<file path="config.mk">
export PLATFORM = sky130hd
export DESIGN_NAME = uart_tx_queue_flat
export DESIGN_NICKNAME = d
export VERILOG_FILES = /design/src/rtl/uart_tx_queue_if.sv /design/src/rtl/uart_tx_queue.sv /design/src/flat_wrapper.sv
export SDC_FILE = /design/constraint.sdc
export NUM_CORES = 1
export LEC_CHECK = 0
export ABC_AREA = 1
export BUFFER_PORTS_ARGS = -buffer_cell sky130_fd_sc_hd__buf_4
export CAP_MARGIN = 5
export CELL_PAD_IN_SITES_DETAIL_PLACEMENT = 0
export CELL_PAD_IN_SITES_GLOBAL_PLACEMENT = 1
export CORE_AREA = 2 2 166 168
export CTS_CLUSTER_DIAMETER = 50
export DETAILED_ROUTE_END_ITERATION = 16
export DIE_AREA = 0 0 168 170
export PLACE_DENSITY = 0.52
export SYNTH_ARGS = -nofsm -noshare
export SYNTH_HDL_FRONTEND = slang
export SYNTH_SLANG_ARGS = --single-unit
</file>
<file path="constraint.sdc">
create_clock -name clk -period 2 [get_ports clk]
set_input_delay 0.3 -clock clk [delete_from_list [all_inputs] [get_ports clk]]
set_output_delay 0.3 -clock clk [all_outputs]
set_load 0.01 [all_outputs]
</file>
<file path="src/rtl/uart_tx_queue_if.sv">
// Producer/transmitter-side signal bundle for uart_tx_queue.
// slave = the queue itself, master = whoever drives the writes and models the UART.
interface uart_tx_queue_if #(
  parameter int DATA_WIDTH = 8,
  parameter int DEPTH      = 16
);
  logic                    wr_en;
  logic [DATA_WIDTH-1:0]   wr_data;
  logic                    tx_busy;
  logic                    tx_done;
  logic [DATA_WIDTH-1:0]   tx_data;
  logic                    tx_en;
  logic                    full;
  logic                    empty;
  logic [$clog2(DEPTH):0]  count;
  logic                    ovf_clr;
  logic                    overflow;

  modport slave (
    input  wr_en, wr_data, tx_busy, tx_done, ovf_clr,
    output tx_data, tx_en, full, empty, count, overflow
  );

  modport master (
    output wr_en, wr_data, tx_busy, tx_done, ovf_clr,
    input  tx_data, tx_en, full, empty, count, overflow
  );
endinterface

</file>
<file path="src/rtl/uart_tx_queue.sv">
// Byte queue feeding a UART transmitter: circular buffer plus a launch FSM that
// pulses tx_en once per byte. Sticky overflow flag only with UART_TX_QUEUE_OVERFLOW_EN.
module uart_tx_queue #(
  parameter int DATA_WIDTH = 8,
  parameter int DEPTH      = 16
) (
  input logic          clk,
  input logic          rst,
  uart_tx_queue_if.slave q
);
  localparam int AW = (DEPTH > 1) ? $clog2(DEPTH) : 1;
  localparam int CW = AW + 1;
  localparam logic [CW-1:0] DEPTH_C = CW'(DEPTH);

  typedef enum logic [2:0] {
    IDLE      = 3'd0,
    LAUNCH    = 3'd1,
    WAIT_BUSY = 3'd2,
    WAIT_DONE = 3'd3
  } state_t;

  state_t                state;
  logic [DATA_WIDTH-1:0] mem [DEPTH];
  logic [AW-1:0]         wr_ptr;
  logic [AW-1:0]         rd_ptr;
  logic [CW-1:0]         count_r;
  logic [CW-1:0]         count_nxt;
  logic                  full_r;
  logic                  empty_r;
  logic                  tx_en_r;
  logic [DATA_WIDTH-1:0] tx_data_r;
  logic                  push;
  logic                  pop;

  // A write while full is lost even if a pop frees a slot on the same edge.
  assign push = q.wr_en && !full_r;
  assign pop  = (state == IDLE) && !empty_r && !q.tx_busy;

  always_comb begin
    count_nxt = count_r;
    if (push && !pop)
      count_nxt = count_r + 1'b1;
    else if (pop && !push)
      count_nxt = count_r - 1'b1;
  end

  always_ff @(posedge clk) begin
    if (push)
      mem[wr_ptr] <= q.wr_data;
  end

  always_ff @(posedge clk or posedge rst) begin
    if (rst) begin
      wr_ptr  <= '0;
      count_r <= '0;
      full_r  <= 1'b0;
      empty_r <= 1'b1;
    end else begin
      if (push)
        wr_ptr <= wr_ptr + 1'b1;
      count_r <= count_nxt;
      full_r  <= (count_nxt == DEPTH_C);
      empty_r <= (count_nxt == '0);
    end
  end

  // tx_en is registered, so it is high in the cycle after LAUNCH.
  always_ff @(posedge clk or posedge rst) begin
    if (rst) begin
      state     <= IDLE;
      rd_ptr    <= '0;
      tx_en_r   <= 1'b0;
      tx_data_r <= '0;
    end else begin
      tx_en_r <= 1'b0;
      case (state)
        IDLE: begin
          if (pop) begin
            tx_data_r <= mem[rd_ptr];
            rd_ptr    <= rd_ptr + 1'b1;
            state     <= LAUNCH;
          end
        end
        LAUNCH: begin
          tx_en_r <= 1'b1;
          state   <= WAIT_BUSY;
        end
        WAIT_BUSY: begin
          if (q.tx_busy)
            state <= WAIT_DONE;
        end
        WAIT_DONE: begin
          if (q.tx_done || !q.tx_busy)
            state <= IDLE;
        end
        default: state <= IDLE;
      endcase
    end
  end

`ifdef UART_TX_QUEUE_OVERFLOW_EN
  logic ovf_r;
  always_ff @(posedge clk or posedge rst) begin
    if (rst)
      ovf_r <= 1'b0;
    else if (q.wr_en && full_r)
      ovf_r <= 1'b1;
    else if (q.ovf_clr)
      ovf_r <= 1'b0;
  end
  assign q.overflow = ovf_r;
`else
  logic unused_ovf_clr;
  assign unused_ovf_clr = q.ovf_clr;
  assign q.overflow     = 1'b0;
`endif

  assign q.tx_data = tx_data_r;
  assign q.tx_en   = tx_en_r;
  assign q.full    = full_r;
  assign q.empty   = empty_r;
  assign q.count   = count_r;
endmodule
</file>
<file path="src/flat_wrapper.sv">
// flat-port wrapper written by rule: the top's interface ports become plain ports
module uart_tx_queue_flat 
#(
  parameter int DATA_WIDTH = 8,
  parameter int DEPTH      = 16
)
  (clk, rst, q_wr_en, q_wr_data, q_tx_busy, q_tx_done, q_ovf_clr, q_tx_data, q_tx_en, q_full, q_empty, q_count, q_overflow);
  uart_tx_queue_if #(.DATA_WIDTH(DATA_WIDTH), .DEPTH(DEPTH)) q_i ();
  input logic clk;
  input logic rst;
  input wire logic [$bits(q_i.wr_en)-1:0] q_wr_en;
  input wire logic [$bits(q_i.wr_data)-1:0] q_wr_data;
  input wire logic [$bits(q_i.tx_busy)-1:0] q_tx_busy;
  input wire logic [$bits(q_i.tx_done)-1:0] q_tx_done;
  input wire logic [$bits(q_i.ovf_clr)-1:0] q_ovf_clr;
  output wire logic [$bits(q_i.tx_data)-1:0] q_tx_data;
  output wire logic [$bits(q_i.tx_en)-1:0] q_tx_en;
  output wire logic [$bits(q_i.full)-1:0] q_full;
  output wire logic [$bits(q_i.empty)-1:0] q_empty;
  output wire logic [$bits(q_i.count)-1:0] q_count;
  output wire logic [$bits(q_i.overflow)-1:0] q_overflow;
  assign q_i.wr_en = q_wr_en;
  assign q_i.wr_data = q_wr_data;
  assign q_i.tx_busy = q_tx_busy;
  assign q_i.tx_done = q_tx_done;
  assign q_i.ovf_clr = q_ovf_clr;
  assign q_tx_data = q_i.tx_data;
  assign q_tx_en = q_i.tx_en;
  assign q_full = q_i.full;
  assign q_empty = q_i.empty;
  assign q_count = q_i.count;
  assign q_overflow = q_i.overflow;
  uart_tx_queue #(.DATA_WIDTH(DATA_WIDTH), .DEPTH(DEPTH)) u_core (.clk(clk), .rst(rst), .q(q_i));
endmodule
</file>
==> results.yml, run 1 <==
outcome:
  result_of_the_run: "finished clean"
sta:
  max_clock_freq_mhz: 584.6
  finalHoldViolations: 0
  timing.final.ws_setup_ns: 0.2894
  fin_skew_ns: 0.007758
  slew_violations: 0
  finalSetupViolations: 0
  final.hold.worst_slack_ns: 0.1976
  finalWorstPathRequiredPeriod_ns: 1.711
  tightestPinTransition_ns: 0.5036
  grt_setup_unrepaired: "no"
  period_share_pct: 85.53
  slew_headroom_pct: 66.42
  finalSetupTns_ns: 0
floorplan:
  floorplan.die_area_sq_mm: 0.02856
  chipWidth_um: 168
  top_level_ports: 31
  placementRows: 60
  initial_core_util_pct: 24.72
  placeableCoreArea_sq_mm: 0.02665
  floorplan.die.height_um: 170
setup_path:
  data_arrival_time_at_the_worst_slack_endpoint_ns: 2.06
  setup.worst_path.end_class: "register"
  worstPathCellList: "inv_1, ha_1, nand2_4, nand2_4, nand2_2, nand2_2, nand2_2, nor2_1, nand3_1, nor2_1"
  crit_slowest_cell: "dfrtp_1"
  critical_path.max_stage_delay_ns: 0.40
  critPathRequiredTime_ns: 2.35
  crit_path_start_kind: "register"
  crit_path_max_fanout: 9
  critical_path_class: "register to register"
  critical-path-top-cell-by-count: "nand2_2"
yosys:
  postSynthRegisterBits: 154
  mappedNetlistNets: 610
  ys_warn_count: 0
  synth.distinct_cells: 31
  synth_enable_flop_cells: 128
  synth-main-ff-cell: "edfxtp_1"
  synthArstFlopShare_pct: 16.88
  synth_top_cell_by_area: "edfxtp_1"
  netlist_top_cells_count: "nand2_1, edfxtp_1, nand3_1"
  synth_area_leaders: "edfxtp_1, nand2_1, dfrtp_1"
  post_synth.cell_area_avg_sq_um: 11.26
  ys_seq_area_share_pct: 68.23
  synthesis.instances: 585
  mapped_area_sq_mm: 0.006589
  synth_largest_type_area_fraction_pct: 58.34
  yosysMostFrequentCell: "nand2_1"
route:
  final_antenna_net_count: 0
  wl_per_cell_um: 15.72
  remaining_drc_errors: 0
  drt-vias-per-instance: 4.293
  vias: 4233
  drt_pre_antenna_iters: 4
  finalWirelength_um: 15500
  detailedRoute.firstIterationViolations: 247
clock_network:
  post-cts-setup-buffers: 0
  clock_latency_ns: 0.42
  clock-root-buffer: "clkbuf_16"
  cts-root-to-sink-buffers: 2
  cts.sinks: 154
  cts_inserted_buffers: 17
  clkSlewWorstSetupHoldPaths_ns: 0.06
  htreeDepth: 4
  cts_tree: "done"
power_and_ir_drop:
  net-switching-power_mw: 4.021
  power.switching_fraction_pct: 36.23
  peakVddDrop_mv: 0.5449
  power.density_mw_per_mm2: 1415
  combinationalPowerShare_pct: 33.7
  power.clock.fraction_pct: 27.1
  internal_power_mw: 7.077
  p_leak_nw: 3.051
  power.sequential.fraction_pct: 39.2
placed_design:
  routability_congestion_estimate_from_global_placement: 0.7650
  io_buffers: 28
  placed_cell_area_sq_mm: 0.007274
  dpl_worst_slack_ns: 0.2987
  place.detailed.hpwl_um: 10340
global_route:
  overall_global_routing_usage_pct: 11.42
  grt_pass1_vias: 4213
  overflow: 0
  grt_pass1_wl_um: 24190
  grt_max_degree: 44
  grt_antenna_before_repair: 0
job:
  drv.max_cap_violation_count: 0
final_layout:
  antennaDiodeCount: 0
  total_non_filler_cell_area_in_the_finished_layout_sq_mm: 0.007841
  finish.net_count: 657
  layout-drive-gt1-share_pct: 15.66
  area_delta_synth_final_pct: 19.01
min_path:
  hold_path.class: "primary input to register"
registers in the layout, summed over array words and instances, names as in the netlist:
register	cells
u_core.q.tx_data	8
u_core.rd_ptr	4
u_core.wr_ptr	4
u_core.q.count	5
u_core.state	2
u_core.q.full	1
u_core.q.empty	1
u_core.mem	128
u_core.q.tx_en	1
power by group through the flow:
stage | combinational, mW | sequential (mW) | clock, mW
floorplan | 2.60 | 4.33 | 0
global placement | 3.76 | 4.39 | 0
detailed placement | 3.81 | 4.42 | 0
CTS | 3.83 | 4.36 | 3.09
global route | 4.26 | 4.41 | 3.23
finish | 3.74 | 4.35 | 3.01
worst max-delay path, delay by kind of cell, from the launching register on:
kind,cells,cell delay [ns]
fa+ha+maj,1,0.31
simple gates,8,0.82
buf+inv,1,0.11
flops,1,0.40
timing repair:
| item | CTS | global route |
|---|---|---|
| hold buffers | 1 | 0 |
| endpoints found under the hold margin | 25 | 0 |
| resized for setup | 0 | 0 |
cell families after synthesis:
group | synth area share, %
simple gates | 20.05
flops | 68.23
buf+inv | 4.538
compound gates | 4.102
fa+ha+maj | 2.089
xor+xnor | 0.9305
other cells | 0.05691
metal layers:
| metal | GRT usage [%] | routed length (um) | up-vias |
|---|---|---|---|
| li1 | - | - | 2095 |
| met5 | 0 | 0 | - |
| met1 | 14.48 | 7056 | 2071 |
| met3 | 1.953 | 435 | 15 |
| met2 | 19.42 | 7761 | 52 |
| met4 | 4.575 | 244 | 0 |
per-stage QoR:
stage	total power [mW]	utilization [%]	std cells
floorplan	6.930	-	585
global placement	8.152	27.30	953
detailed placement	8.235	27.30	953
CTS	11.27	29.42	986
global route	11.90	29.42	986
finish	11.10	29.42	986
layout make-up:
class,count,area [sq um]
inverter,31,121.4
clock buffer,21,460.4
fill,2739,18810
timing repair buffer,54,445.4
sequential,154,4497
clock inverter,11,96.34
tap,341,426.7
multi-input combinational,374,1794
worst paths after layout:
| path | cells after the start | start | slack [ns] | end |
|---|---|---|---|---|
| setup reg to reg | 10 | u_core.state[1]$_DFFE_PP0P_ | 0.29 | u_core.q.empty$_DFF_PP1_ |
| max in group asynchronous | 4 | rst | 1.18 | u_core.q.empty$_DFF_PP1_ |
| min in group asynchronous | 4 | rst | 0.51 | u_core.q.tx_en$_DFF_PP0_ |
| hold / removal | 1 | q_wr_data[2] | 0.20 | u_core.mem[3][2]$_DFFE_PP_ |
| setup / recovery | 10 | u_core.state[1]$_DFFE_PP0P_ | 0.29 | u_core.q.empty$_DFF_PP1_ |
| hold reg to reg | 2 | u_core.q.tx_data[7]$_DFFE_PP0P_ | 0.51 | u_core.q.tx_data[7]$_DFFE_PP0P_ |
cells in the final DEF, fill, tap and decap left out, types with 3 or more instances in the layout:
master	instances
buf_12	3
nand2_4	3
o21ai_0	8
o22ai_1	4
nand2_2	4
nor2_1	39
o211ai_1	4
clkinv_2	3
nor3_1	3
a21oi_1	21
inv_2	3
clkinvlp_4	4
inv_1	26
dfrtp_1	24
buf_4	50
clkbuf_16	17
o21ai_1	8
a21boi_0	4
edfxtp_1	128
nand3_1	75
xor2_1	7
ha_1	11
nand2_1	173
Note: power is estimated with default switching activity, not from simulation.
==> run 2: changes to the inputs <==
--- a/config.mk
+++ b/config.mk
@@ -7,14 +7,12 @@
 export LEC_CHECK = 0
 export ABC_AREA = 1
 export BUFFER_PORTS_ARGS = -buffer_cell sky130_fd_sc_hd__buf_4
-export CAP_MARGIN = 5
-export CELL_PAD_IN_SITES_DETAIL_PLACEMENT = 0
-export CELL_PAD_IN_SITES_GLOBAL_PLACEMENT = 1
 export CORE_AREA = 2 2 166 168
 export CTS_CLUSTER_DIAMETER = 50
 export DETAILED_ROUTE_END_ITERATION = 16
 export DIE_AREA = 0 0 168 170
-export PLACE_DENSITY = 0.52
+export PLACE_DENSITY = 0.46
+export REMOVE_ABC_BUFFERS = 1
 export SYNTH_ARGS = -nofsm -noshare
 export SYNTH_HDL_FRONTEND = slang
 export SYNTH_SLANG_ARGS = --single-unit
==> results.yml, run 2 (synthesis gave the netlist of run 1 again) <==
outcome:
  result_of_the_run: "finished clean"
route:
  detailedRoute.firstIterationViolations: 327
  wl_per_cell_um: 16.01
  final_antenna_net_count: 0
  vias: 4207
  drt-vias-per-instance: 4.237
  drt_pre_antenna_iters: 4
  finalWirelength_um: 15900
  remaining_drc_errors: 0
placed_design:
  io_buffers: 28
  dpl_worst_slack_ns: 0.2991
  routability_congestion_estimate_from_global_placement: 0.7572
  place.detailed.hpwl_um: 10320
  placed_cell_area_sq_mm: 0.007315
sta:
  grt_setup_unrepaired: "no"
  tightestPinTransition_ns: 0.5631
  period_share_pct: 85.82
  slew_headroom_pct: 62.46
  finalWorstPathRequiredPeriod_ns: 1.716
  fin_skew_ns: 0.01390
  max_clock_freq_mhz: 582.6
  finalHoldViolations: 0
  timing.final.ws_setup_ns: 0.2836
  slew_violations: 0
  final.hold.worst_slack_ns: 0.2145
  finalSetupViolations: 0
final_layout:
  fillers: 2708
  layout.cells.most_common: "nand2_1"
  layout-drive-gt1-share_pct: 16.56
  area_delta_synth_final_pct: 19.58
  antennaDiodeCount: 0
  final_util_pct: 29.56
  finish.net_count: 664
  number_of_flip_flops_under_the_largest_register_name: 128
  layout_common_cells: "nand2_1, edfxtp_1, nand3_1"
  total_non_filler_cell_area_in_the_finished_layout_sq_mm: 0.007879
  regMostFlops: "u_core.mem"
clock_network:
  htreeDepth: 4
  clkSlewWorstSetupHoldPaths_ns: 0.06
  clock_latency_ns: 0.42
  cts.sinks: 154
  cts_repair_resize_count: 0
  post-cts-setup-buffers: 0
  cts-root-to-sink-buffers: 2
  clock-root-buffer: "clkbuf_16"
  cts_tree: "done"
  cts-hold-fix-buffers: 1
  cts_inserted_buffers: 17
setup_path:
  critical_path_class: "register to register"
  crit_path_max_fanout: 18
  r2r_setup_slack_ns: 0.28
  crit_slowest_cell: "dfrtp_1"
  critical_path.max_stage_delay_ns: 0.40
  crit-reg2reg-capture: "u_core.rd_ptr[2]$_DFFE_PP0P_"
  setup.worst_path.end_class: "register"
  rr_worst_depth: 6
  data_arrival_time_at_the_worst_slack_endpoint_ns: 2.03
  crit_path_start_kind: "register"
  critPathRequiredTime_ns: 2.31
  critical-path-top-cell-by-count: "inv_1"
  rr_startpoint: "u_core.state[1]$_DFFE_PP0P_"
  worstPathCellList: "inv_1, ha_1, nand2_4, inv_1, nand2_1, xor2_1"
min_path:
  min_delay_worst_endpoint: "u_core.mem[9][2]$_DFFE_PP_"
  whs_path_depth: 1
  hold_path_startpoint: "q_wr_data[2]"
  hold_path.class: "primary input to register"
floorplan:
  floorplan.die.height_um: 170
  top_level_ports: 31
  initial_core_util_pct: 24.72
  placementRows: 60
  floorplan.die_area_sq_mm: 0.02856
  placeableCoreArea_sq_mm: 0.02665
  chipWidth_um: 168
global_route:
  grt_pass1_vias: 4192
  grt_max_degree: 49
  grt_pass1_wl_um: 24890
  overflow: 0
  overall_global_routing_usage_pct: 11.67
  grt_antenna_before_repair: 0
power_and_ir_drop:
  design_power_total_mw: 11.19
  p_leak_nw: 3.079
  peakVddDrop_mv: 0.5843
  power.density_mw_per_mm2: 1420
job:
  drv.max_cap_violation_count: 0
[run 2: cell types whose count changed in the layout (fill, tap and decap cells not counted), sizes merged]
| cell | delta |
|---|---|
| clkbuf | -2 |
| buf | +7 |
| inv | +2 |
[run 2: metrics by stage]
stage | setup TNS [ns] | instances
6_report | 0 | 993
5_1_grt | 0 | 993
4_1_cts | 0 | 993
3_5_place_dp | 0 | 960
3_3_place_gp | 0 | 960
2_1_floorplan | -5.669 | 559
[run 2: report_power, final]
group / internal (mW) / leakage, nW / switching, mW
combinational: 1.35 / 1.36 / 2.43
clock: 1.72 / 0.258 / 1.30
sequential: 3.99 / 1.46 / 0.397
total: 7.06 / 3.08 / 4.13
[run 2: layer usage]
layer / up-vias / GRT usage, % / routed length (um)
met5: - / 0 / 0
li1: 2110 / - / -
met4: 0 / 3.403 / 125
met3: 5 / 2.512 / 440
met2: 58 / 19.51 / 7844
met1: 2034 / 15.24 / 7486
[run 2: worst max-delay path by stage]
stage | slack [ns] | start | endpoint
final | 0.28 | u_core.state[1]$_DFFE_PP0P_ | u_core.rd_ptr[2]$_DFFE_PP0P_
after detailed placement | 0.30 | u_core.state[0]$_DFFE_PP0P_ | u_core.rd_ptr[2]$_DFFE_PP0P_
after global routing | 0.1 | u_core.state[0]$_DFFE_PP0P_ | u_core.q.empty$_DFF_PP1_
after floorplan | -0.61 | u_core.rd_ptr[0]$_DFFE_PP0P_ | u_core.q.tx_data[1]$_DFFE_PP0P_
after CTS | 0.28 | u_core.state[0]$_DFFE_PP0P_ | u_core.rd_ptr[2]$_DFFE_PP0P_
after global placement | 0.33 | u_core.state[0]$_DFFE_PP0P_ | u_core.rd_ptr[2]$_DFFE_PP0P_
[run 2: final cells by class]
| cell class | count | area (sq um) | share of cell area (%) |
|---|---|---|---|
| Inverter | 31 | 121.4 | 1.540 |
| Tap cell | 341 | 426.7 | 5.415 |
| Timing Repair Buffer | 61 | 485.5 | 6.162 |
| Sequential cell | 154 | 4497 | 57.07 |
| Clock inverter | 13 | 121.4 | 1.540 |
| Multi-Input combinational cell | 374 | 1794 | 22.77 |
| Clock buffer | 19 | 432.9 | 5.495 |
[run 2: critical path: cells and delay by family, from the launching register on]
| family | cells | cell delay [ns] |
|---|---|---|
| adders and majority gates | 1 | 0.23 |
| xor gates and xnor gates | 1 | 0.16 |
| and+or+nand+nor | 2 | 0.31 |
| DFF | 1 | 0.40 |
| buffers and inverters | 2 | 0.50 |
==> run 3: changes to the inputs <==
--- a/config.mk
+++ b/config.mk
@@ -7,10 +7,10 @@
 export LEC_CHECK = 0
 export ABC_AREA = 1
 export BUFFER_PORTS_ARGS = -buffer_cell sky130_fd_sc_hd__buf_4
-export CORE_AREA = 2 2 166 168
+export CORE_AREA = 2 2 136 204
 export CTS_CLUSTER_DIAMETER = 50
 export DETAILED_ROUTE_END_ITERATION = 16
-export DIE_AREA = 0 0 168 170
+export DIE_AREA = 0 0 138 206
 export PLACE_DENSITY = 0.46
 export REMOVE_ABC_BUFFERS = 1
 export SYNTH_ARGS = -nofsm -noshare
==> results.yml, run 3 (synthesis gave the netlist of run 1 again) <==
route:
  detailedRoute.firstIterationViolations: 225
  drt_pre_antenna_iters: 6
  vias: 4219
  drt-vias-per-instance: 4.262
  finalWirelength_um: 16230
  wl_per_cell_um: 16.39
  final_antenna_net_count: 0
  remaining_drc_errors: 0
final_layout:
  regMostFlops: "u_core.mem"
  fillers: 2769
  total_non_filler_cell_area_in_the_finished_layout_sq_mm: 0.007945
  layout-drive-gt1-share_pct: 16.20
  area_delta_synth_final_pct: 20.58
  ff_latch_area_sq_mm: 0.004497
  layout_common_cells: "nand2_1, edfxtp_1, nand3_1"
  layout.cells.most_common: "nand2_1"
  final_util_pct: 29.59
  number_of_flip_flops_under_the_largest_register_name: 128
  multiInputGateArea_sq_mm: 0.001794
  antennaDiodeCount: 0
  finish.net_count: 660
power_and_ir_drop:
  net-switching-power_mw: 4.137
  combinationalPowerShare_pct: 32.9
  power.switching_fraction_pct: 35.48
  power.clock.fraction_pct: 30.1
  peakVddDrop_mv: 0.6675
  p_leak_nw: 3.105
  power.density_mw_per_mm2: 1468
  power.sequential.fraction_pct: 36.9
  design_power_total_mw: 11.66
  internal_power_mw: 7.524
min_path:
  whs_path_depth: 1
  min_delay_worst_endpoint: "u_core.mem[4][3]$_DFFE_PP_"
  hold_path.class: "primary input to register"
  hold_path_startpoint: "q_wr_data[3]"
sta:
  finalSetupViolations: 0
  finalHoldViolations: 0
  final.hold.worst_slack_ns: 0.2074
  max_clock_freq_mhz: 590.0
  fin_skew_ns: 0.006642
  slew_violations: 0
  grt_setup_unrepaired: "no"
  finalWorstPathRequiredPeriod_ns: 1.695
  period_share_pct: 84.75
floorplan:
  floorplan.die_area_sq_mm: 0.02843
  placeableCoreArea_sq_mm: 0.02685
  top_level_ports: 31
  chipWidth_um: 138
  floorplan.die.height_um: 206
  placementRows: 74
  initial_core_util_pct: 24.54
setup_path:
  setup.worst_path.end_class: "register"
  critPathLaunch: "u_core.state[1]$_DFFE_PP0P_"
  critical_path_class: "register to register"
  data_arrival_time_at_the_worst_slack_endpoint_ns: 2.00
  crit_slowest_cell: "dfrtp_1"
  worstPathCellList: "inv_1, ha_1, nand2_4, inv_1, nand2_1, xor2_1"
  rr_worst_depth: 6
  crit-reg2reg-capture: "u_core.rd_ptr[2]$_DFFE_PP0P_"
  r2r_setup_slack_ns: 0.31
  cp_bufs_invs: 2
  crit_path_start_kind: "register"
  timing.critical_path.max_delay_family: "buffers and inverters"
  critical-path-top-cell-by-count: "inv_1"
  critPathRequiredTime_ns: 2.30
  crit_path_max_fanout: 18
  rr_startpoint: "u_core.state[1]$_DFFE_PP0P_"
  critical_path.max_stage_delay_ns: 0.40
clock_network:
  cts_repair_resize_count: 0
  clock-root-buffer: "clkbuf_16"
  clock_latency_ns: 0.43
  clkSlewWorstSetupHoldPaths_ns: 0.06
  cts-hold-fix-buffers: 1
  cts.sinks: 154
  cts_inserted_buffers: 17
  cts_tree: "done"
  cts-root-to-sink-buffers: 2
  htreeDepth: 4
  post-cts-setup-buffers: 0
placed_design:
  placed_cell_area_sq_mm: 0.007286
  io_buffers: 28
  place.detailed.hpwl_um: 10530
  routability_congestion_estimate_from_global_placement: 0.7579
global_route:
  grt_pass1_wl_um: 24810
  grt_max_degree: 66
  overall_global_routing_usage_pct: 11.82
  overflow: 0
  grt_pass1_vias: 4166
  grt_antenna_before_repair: 0
job:
  drv.max_cap_violation_count: 0
outcome:
  result_of_the_run: "finished clean"
## run 3: cell count changes in the layout (fill, tap and decap cells not counted), sizes merged
| cell | delta |
|---|---|
| clkbuf | -2 |
| clkinvlp | -1 |
| buf | -4 |
| bufinv | +4 |
| clkinv | +1 |
| inv | -2 |
## run 3: area by class of cell
class | instances | area share [%]
clock buffers | 17 | 5.354
clock inverters | 15 | 2.819
inverters | 31 | 1.528
multi-input cells | 374 | 22.58
flip-flops and latches | 154 | 56.60
well taps | 342 | 5.386
repair buffers | 57 | 5.732
## run 3: power groups by stage
stage               sequential (mW)  clock (mW)  combinational, mW
floorplan                      4.54           0               2.12
global placement               4.38           0               3.88
detailed placement             4.38           0               3.91
CTS                            4.32        3.58               3.93
global route                   4.38        3.70               4.33
finish                         4.31        3.52               3.84
## run 3: through the flow
| step | setup TNS, ns | worst slack, ns | std cells |
|---|---|---|---|
| global placement | 0 | 0.2903 | 957 |
| finish | 0 | 0.3050 | 990 |
| CTS | 0 | 0.2540 | 990 |
| global route | 0 | 0.09507 | 990 |
| detailed placement | 0 | 0.2665 | 957 |
| floorplan | -5.669 | -0.6067 | 559 |
## run 3: worst max-delay path by stage
| stage | endpoint | slack, ns | cells after the start |
|---|---|---|---|
| 2_1_floorplan | u_core.q.tx_data[1]$_DFFE_PP0P_ | -0.61 | 7 |
| 3_3_place_gp | u_core.rd_ptr[2]$_DFFE_PP0P_ | 0.29 | 6 |
| 3_5_place_dp | u_core.rd_ptr[2]$_DFFE_PP0P_ | 0.27 | 6 |
| 4_1_cts | u_core.rd_ptr[2]$_DFFE_PP0P_ | 0.25 | 6 |
| 5_1_grt | u_core.q.full$_DFF_PP0_ | 0.1 | 10 |
| 6_report | u_core.rd_ptr[2]$_DFFE_PP0P_ | 0.31 | 6 |
## run 3: routing by layer
| layer | GRT usage [%] | vias up | part of all wire (%) |
|---|---|---|---|
| met4 | 5.102 | 0 | 2.2 |
| met1 | 12.79 | 2024 | 39 |
| met2 | 22.28 | 83 | 56 |
| met5 | 0 | - | 0 |
| li1 | - | 2092 | - |
| met3 | 2.410 | 20 | 3.4 |
